[src/rtl/ram_phase_controller.sv]
// Image RAM phase sequencer: UART receive -> processor run -> UART transmit -> done.
// Define PHASE_TIMEOUT_EN to add a processing watchdog that forces transmission after TIMEOUT_CYCLES.
module ram_phase_controller #(
  parameter int unsigned ADDR_W         = 16,
  parameter int unsigned DATA_W         = 8,
  parameter int unsigned NUM_BYTES      = 65536,
  parameter int unsigned TIMEOUT_CYCLES = 1000000
) (
  input  logic              clock,
  input  logic              reset,
  input  logic              rx_valid,
  input  logic [DATA_W-1:0] rx_data,
  input  logic              p_wr,
  input  logic [ADDR_W-1:0] p_addr,
  input  logic [DATA_W-1:0] p_din,
  input  logic              p_finish,
  output logic              p_enable,
  output logic              r_wr,
  output logic [ADDR_W-1:0] r_addr,
  output logic [DATA_W-1:0] r_din,
  input  logic [DATA_W-1:0] r_dout,
  output logic              tx_start,
  output logic [DATA_W-1:0] tx_data,
  input  logic              tx_ready,
  input  logic              restart,
  output logic [1:0]        phase,
  output logic              rx_overrun,
  output logic              timeout
);

  // One extra bit so NUM_BYTES == 2**ADDR_W reaches its terminal count without wrapping.
  localparam int unsigned      CNT_W = ADDR_W + 1;
  localparam logic [CNT_W-1:0] LAST  = CNT_W'(NUM_BYTES - 1);

  typedef enum logic [2:0] {
    RECV     = 3'd0,
    PROC     = 3'd1,
    SEND_RD  = 3'd2,
    SEND_LAT = 3'd3,
    SEND_TX  = 3'd4,
    DONE     = 3'd5
  } state_t;

  state_t            state, state_d;
  logic [CNT_W-1:0]  wr_cnt, wr_cnt_d;
  logic [CNT_W-1:0]  rd_cnt, rd_cnt_d;
  logic              p_enable_d;
  logic              tx_start_d;
  logic [DATA_W-1:0] tx_data_d;
  logic              rx_overrun_d;

`ifdef PHASE_TIMEOUT_EN
  localparam int unsigned   TO_W    = $clog2(TIMEOUT_CYCLES + 1);
  localparam logic [TO_W-1:0] TO_LAST = TO_W'(TIMEOUT_CYCLES - 1);

  logic [TO_W-1:0] proc_cnt, proc_cnt_d;
  logic            timeout_d;
`else
  logic unused_timeout_cfg;
  assign unused_timeout_cfg = ^32'(TIMEOUT_CYCLES);
  assign timeout            = 1'b0;
`endif

  // State and registered outputs; reset aborts the frame immediately.
  always_ff @(posedge clock or posedge reset) begin
    if (reset) begin
      state      <= RECV;
      wr_cnt     <= '0;
      rd_cnt     <= '0;
      p_enable   <= 1'b0;
      tx_start   <= 1'b0;
      tx_data    <= '0;
      rx_overrun <= 1'b0;
    end else begin
      state      <= state_d;
      wr_cnt     <= wr_cnt_d;
      rd_cnt     <= rd_cnt_d;
      p_enable   <= p_enable_d;
      tx_start   <= tx_start_d;
      tx_data    <= tx_data_d;
      rx_overrun <= rx_overrun_d;
    end
  end

`ifdef PHASE_TIMEOUT_EN
  always_ff @(posedge clock or posedge reset) begin
    if (reset) begin
      proc_cnt <= '0;
      timeout  <= 1'b0;
    end else begin
      proc_cnt <= proc_cnt_d;
      timeout  <= timeout_d;
    end
  end
`endif

  // Next-state, counters and handshake strobes.
  always_comb begin
    state_d      = state;
    wr_cnt_d     = wr_cnt;
    rd_cnt_d     = rd_cnt;
    tx_data_d    = tx_data;
    rx_overrun_d = rx_overrun | (rx_valid & (state != RECV));
`ifdef PHASE_TIMEOUT_EN
    proc_cnt_d   = '0;
    timeout_d    = timeout;
`endif

    case (state)
      RECV: begin
        if (rx_valid) begin
          if (wr_cnt == LAST) begin
            wr_cnt_d = '0;
            state_d  = PROC;
          end else begin
            wr_cnt_d = wr_cnt + CNT_W'(1);
          end
        end
      end
      PROC: begin
        if (p_finish) begin
          rd_cnt_d = '0;
          state_d  = SEND_RD;
        end
`ifdef PHASE_TIMEOUT_EN
        else if (proc_cnt == TO_LAST) begin
          timeout_d = 1'b1;
          rd_cnt_d  = '0;
          state_d   = SEND_RD;
        end else begin
          proc_cnt_d = proc_cnt + TO_W'(1);
        end
`endif
      end
      SEND_RD: begin
        state_d = SEND_LAT;
      end
      SEND_LAT: begin
        tx_data_d = r_dout;
        state_d   = SEND_TX;
      end
      SEND_TX: begin
        if (tx_ready) begin
          if (rd_cnt == LAST) begin
            state_d = DONE;
          end else begin
            rd_cnt_d = rd_cnt + CNT_W'(1);
            state_d  = SEND_RD;
          end
        end
      end
      DONE: begin
        if (restart) begin
          wr_cnt_d = '0;
          rd_cnt_d = '0;
          state_d  = RECV;
        end
      end
      default: begin
        state_d = RECV;
      end
    endcase

    // Strobes are registered copies of the upcoming state.
    p_enable_d = (state_d == PROC);
    tx_start_d = (state_d == SEND_TX);
  end

  // RAM port ownership follows the current phase.
  always_comb begin
    r_wr   = 1'b0;
    r_addr = '0;
    r_din  = '0;
    case (state)
      RECV: begin
        r_wr   = rx_valid;
        r_addr = wr_cnt[ADDR_W-1:0];
        r_din  = rx_data;
      end
      PROC: begin
        r_wr   = p_wr;
        r_addr = p_addr;
        r_din  = p_din;
      end
      SEND_RD, SEND_LAT, SEND_TX: begin
        r_addr = rd_cnt[ADDR_W-1:0];
      end
      default: begin
        r_wr = 1'b0;
      end
    endcase
  end

  always_comb begin
    phase = 2'b11;
    case (state)
      RECV:                       phase = 2'b00;
      PROC:                       phase = 2'b01;
      SEND_RD, SEND_LAT, SEND_TX: phase = 2'b10;
      default:                    phase = 2'b11;
    endcase
  end

endmodule

[config.mk]
export PLATFORM = sky130hd
export DESIGN_NAME = ram_phase_controller
export DESIGN_NICKNAME = d
export VERILOG_FILES = /design/src/rtl/ram_phase_controller.sv
export SDC_FILE = /design/constraint.sdc
export NUM_CORES = 1
export LEC_CHECK = 0
export CORE_MARGIN = 3
export CORE_UTILIZATION = 48
export DETAILED_ROUTE_END_ITERATION = 8
export PLACE_DENSITY = 0.81
export SLEW_MARGIN = 0
export SYNTH_ARGS = -nofsm -noshare
export SYNTH_HDL_FRONTEND = slang
export SYNTH_SLANG_ARGS = --single-unit
[constraint.sdc]
create_clock -name clock -period 2.3 [get_ports clock]
set_input_delay 0.575 -clock clock [delete_from_list [all_inputs] [get_ports clock]]
set_output_delay 0.575 -clock clock [all_outputs]
set_load 0.05 [all_outputs]
==> metrics.txt <==
arrival time reported for the critical path endpoint ~1700 ps; Slew @ Worst Pin between 500 and 600 ps; I/O pins 86; number of antenna violations at the first check in global routing 0; Switching Power between 3 and 4 mW; Design Area, Final around 4800 um^2; die area 7390 um^2; DIE HEIGHT 86.0 um; Post-Syn Area per Cell just under 9 um^2; H-tree Lvls 2; number of inserted diodes 0; share of final-layout standard cells stronger than drive strength 1 0.297; Reg2Reg Setup Slack 110 ps; leakage dissipation 1.95 nW; root buffer selected by CTS clkbuf_8; Final Power ~6.3 mW; number of global-route vias before repair 3142; CTS Buffer Depth 2; pins over their slew limit 0; most frequent standard cell in the layout excluding fill and tap cells clkdlybuf4s50_1; max_cap viols 0; relative slew slack 0.657; Most Used Layer, Global Route met2; CTS clk-pin slew, worst paths ~90 ps; number of non-filler instances in the completed layout 530; RSZ-0062 raised after global routing yes; vias after detailed routing approximately 3200; Die W 86.0 um; count of flip-flops with a built-in enable after synthesis 0; final setup slack of the worst path approximately 27 ps; num rows 28; crit path capture type primary output; top cells by area, synth dfrtp_1 (39%), mux2i_1 (8.2%), o21ai_0 (5.5%); start-to-end type of the worst setup path flop to primary output; pre-CTS setup slack -63.3 ps; flop and latch count out of synthesis 48; hpwl dp around 7.0 mm; number of library cell types mapped by synthesis 52; Power per Cell Area approximately 1300 nW/um^2; Final Critical Period about 2300 ps; Post-synth ARST share 1.00; Port-buffer cells 84; NumNets Final about 500; Syn. warnings 0; startpoint type of the worst setup path flop; parity-gate share of the synthesized area counting xor and xnor cells 0.00285; type of the most critical hold path flop to flop; clock tree from TritonCTS yes; peak ir drop on the vdd network 1070 uV; power share of the sequential group 0.180; upper clock frequency limit between 400 and 500 MHz; power share of the combinational group 0.716; number of remaining DRC errors 0; first-pass iteration count of the detailed router 5; number of instances in the synthesized netlist 348; synthesized netlist net count just under 400; largest net degree at the start of global routing roughly 50; Setup Viol. Count Final 0; Netlist Area Pre-Place roughly 3100 um^2; result of the run finished, final reports clean; Via-to-Cell Ratio between 6 and 7; total CTS buffers 5; first-pass GRT wire length 15.3 mm; total congestion overflow 0; fraction of the cycle the final worst path needs 0.988; Placer Congestion between 0.8 and 0.9; share of synthesized cell area in full adder, half adder and majority cells 0.0122; Placement Cell Area 4440 um^2; GR Layer Usage met1 0.335; placeable core area between 6000 and 7000 um^2; Clock Skew approximately 9.7 ps; dominant cell type by area after synthesis dfrtp_1; area occupied by multi-input gates roughly 2000 um^2; internal power of the cells 3.24 mW; power share of the clock group 0.104; multiplexer share of the synthesized area 0.116; Routed WL between 10 and 15 mm; most frequent cells in the layout clkdlybuf4s50_1 (57), dfrtp_1 (47), buf_4 (37), nand2_1 (35), buf_12 (21); met3 Use GR 0.0336; FF+latch area between 1000 and 1500 um^2; leading register cell type out of synthesis dfrtp_1; clock tree sinks 48; largest family of logic cells by synthesized area simple AND/OR/NAND/NOR gates; Placed Cells 520; top fanout value on the critical path 7; top-area cell type share of the netlist area 0.391; total global routing track utilization 0.258; simple-gate portion of the synthesized area 0.269; compound-gate portion of the synthesized area 0.168; number of fill cells about 370; clock latency at the later pin of the worst-skew pair ~300 ps; required arrival time at the worst endpoint around 1700 ps; post-route antenna net violation count 0; quantity of hold-fixing buffers added after cts 0; number of setup buffers added after CTS 0; number of hold violations in the final report 0; Initial Utilization 0.506; fraction of power spent switching nets 0.482; wire length per cell 18.9 um; DRC violation total after the first TritonRoute iteration 221; signed area change from the synthesized netlist to the final layout 55.5%; share of the yosys chip area belonging to registers 0.391; global-route track usage on met2 0.452
-- registers in the layout, indices dropped and copies added (netlist names) --
| signal | cells |
|---|---|
| p_enable | 1 |
| rd_cnt | 17 |
| rx_overrun | 1 |
| state | 3 |
| tx_data | 8 |
| tx_start | 1 |
| wr_cnt | 17 |
-- Yosys cell counts, drive strengths merged, types with 2 or more instances --
cell,n
o21ai,34
nand2,44
and3b,2
o211ai,2
nand3,17
o311ai,3
inv,8
and3,4
nand3b,2
nor3,2
nor2b,6
mux2,9
nor2,21
and4,4
a21oi,18
buf,11
nor4,2
ha,3
or3,7
o41ai,2
and2,3
clkbuf,8
o31ai,14
dfrtp,48
a31oi,4
nand2b,7
mux2i,25
or2,2
nand4,9
or4,11
-- final timing paths --
check / start / to / cells past startpoint
setup / recovery: state[0] / r_addr[14] / 6
hold / removal: rx_overrun / rx_overrun / 1
setup reg to reg: rd_cnt[7] / rd_cnt[9] / 8
hold reg to reg: rx_overrun / rx_overrun / 1
max in group asynchronous: reset / state[0] / 3
min in group asynchronous: reset / rd_cnt[0] / 3
-- metrics by stage --
step / hold WS [ps] / setup TNS (ps) / utilization
3_3_place_gp: 452 / -37.1 / 0.732
5_1_grt: 510 / -257 / 0.788
6_report: 474 / 0 / 0.788
3_5_place_dp: 451 / -322 / 0.732
2_1_floorplan: 448 / -1460 / -
4_1_cts: 478 / 0 / 0.761
-- per-layer routing --
layer	up-vias	wire, um
met5	-	0
met4	0	143
met3	17	372
met2	82	5400
met1	1596	4130
li1	1503	-
-- critical path: stages (launching register included) --
cell	delay (ps)
dfrtp_2	430
or3b_4	400
nand2_4	100
clkbuf_16	150
nand2_1	60
o21ai_2	90
buf_12	160
-- area by class of cell --
| class | count | area share |
|---|---|---|
| clock buffers | 6 | 0.0173 |
| clock inverters | 2 | 0.00813 |
| inverters | 8 | 0.00629 |
| multi-input cells | 273 | 0.417 |
| flip-flops and latches | 48 | 0.252 |
| well taps | 75 | 0.0197 |
| repair buffers | 118 | 0.279 |
-- power groups by stage --
stage / Sequential (mW) / Clock, mW / Combinational (mW)
after floorplan: 1.46 / 0 / 2.12
after global placement: 1.13 / 0 / 4.04
after detailed placement: 1.14 / 0 / 4.09
after CTS: 1.12 / 0.656 / 4.19
after global routing: 1.15 / 0.690 / 4.68
final: 1.13 / 0.650 / 4.48
-- what timing repair did --
item | in CTS | in global routing
setup endpoints to repair | 18 | 32
resized for setup | 17 | 27
gates cloned | 0 | 2
pin swaps | 1 | 1
endpoints found under the hold margin | 0 | 0
-- logic make-up (layout without fill, tap and decap cells) --
kind of cell / after synthesis / in the layout
fa+ha+maj: 3 / 3
simple gates: 150 / 150
compound gates: 84 / 84
xor+xnor: 1 / 1
other cells: 1 / 1
mux: 34 / 34
buf+inv: 27 / 134
flops: 48 / 48
No activity file was read; power rests on OpenSTA's default activity.
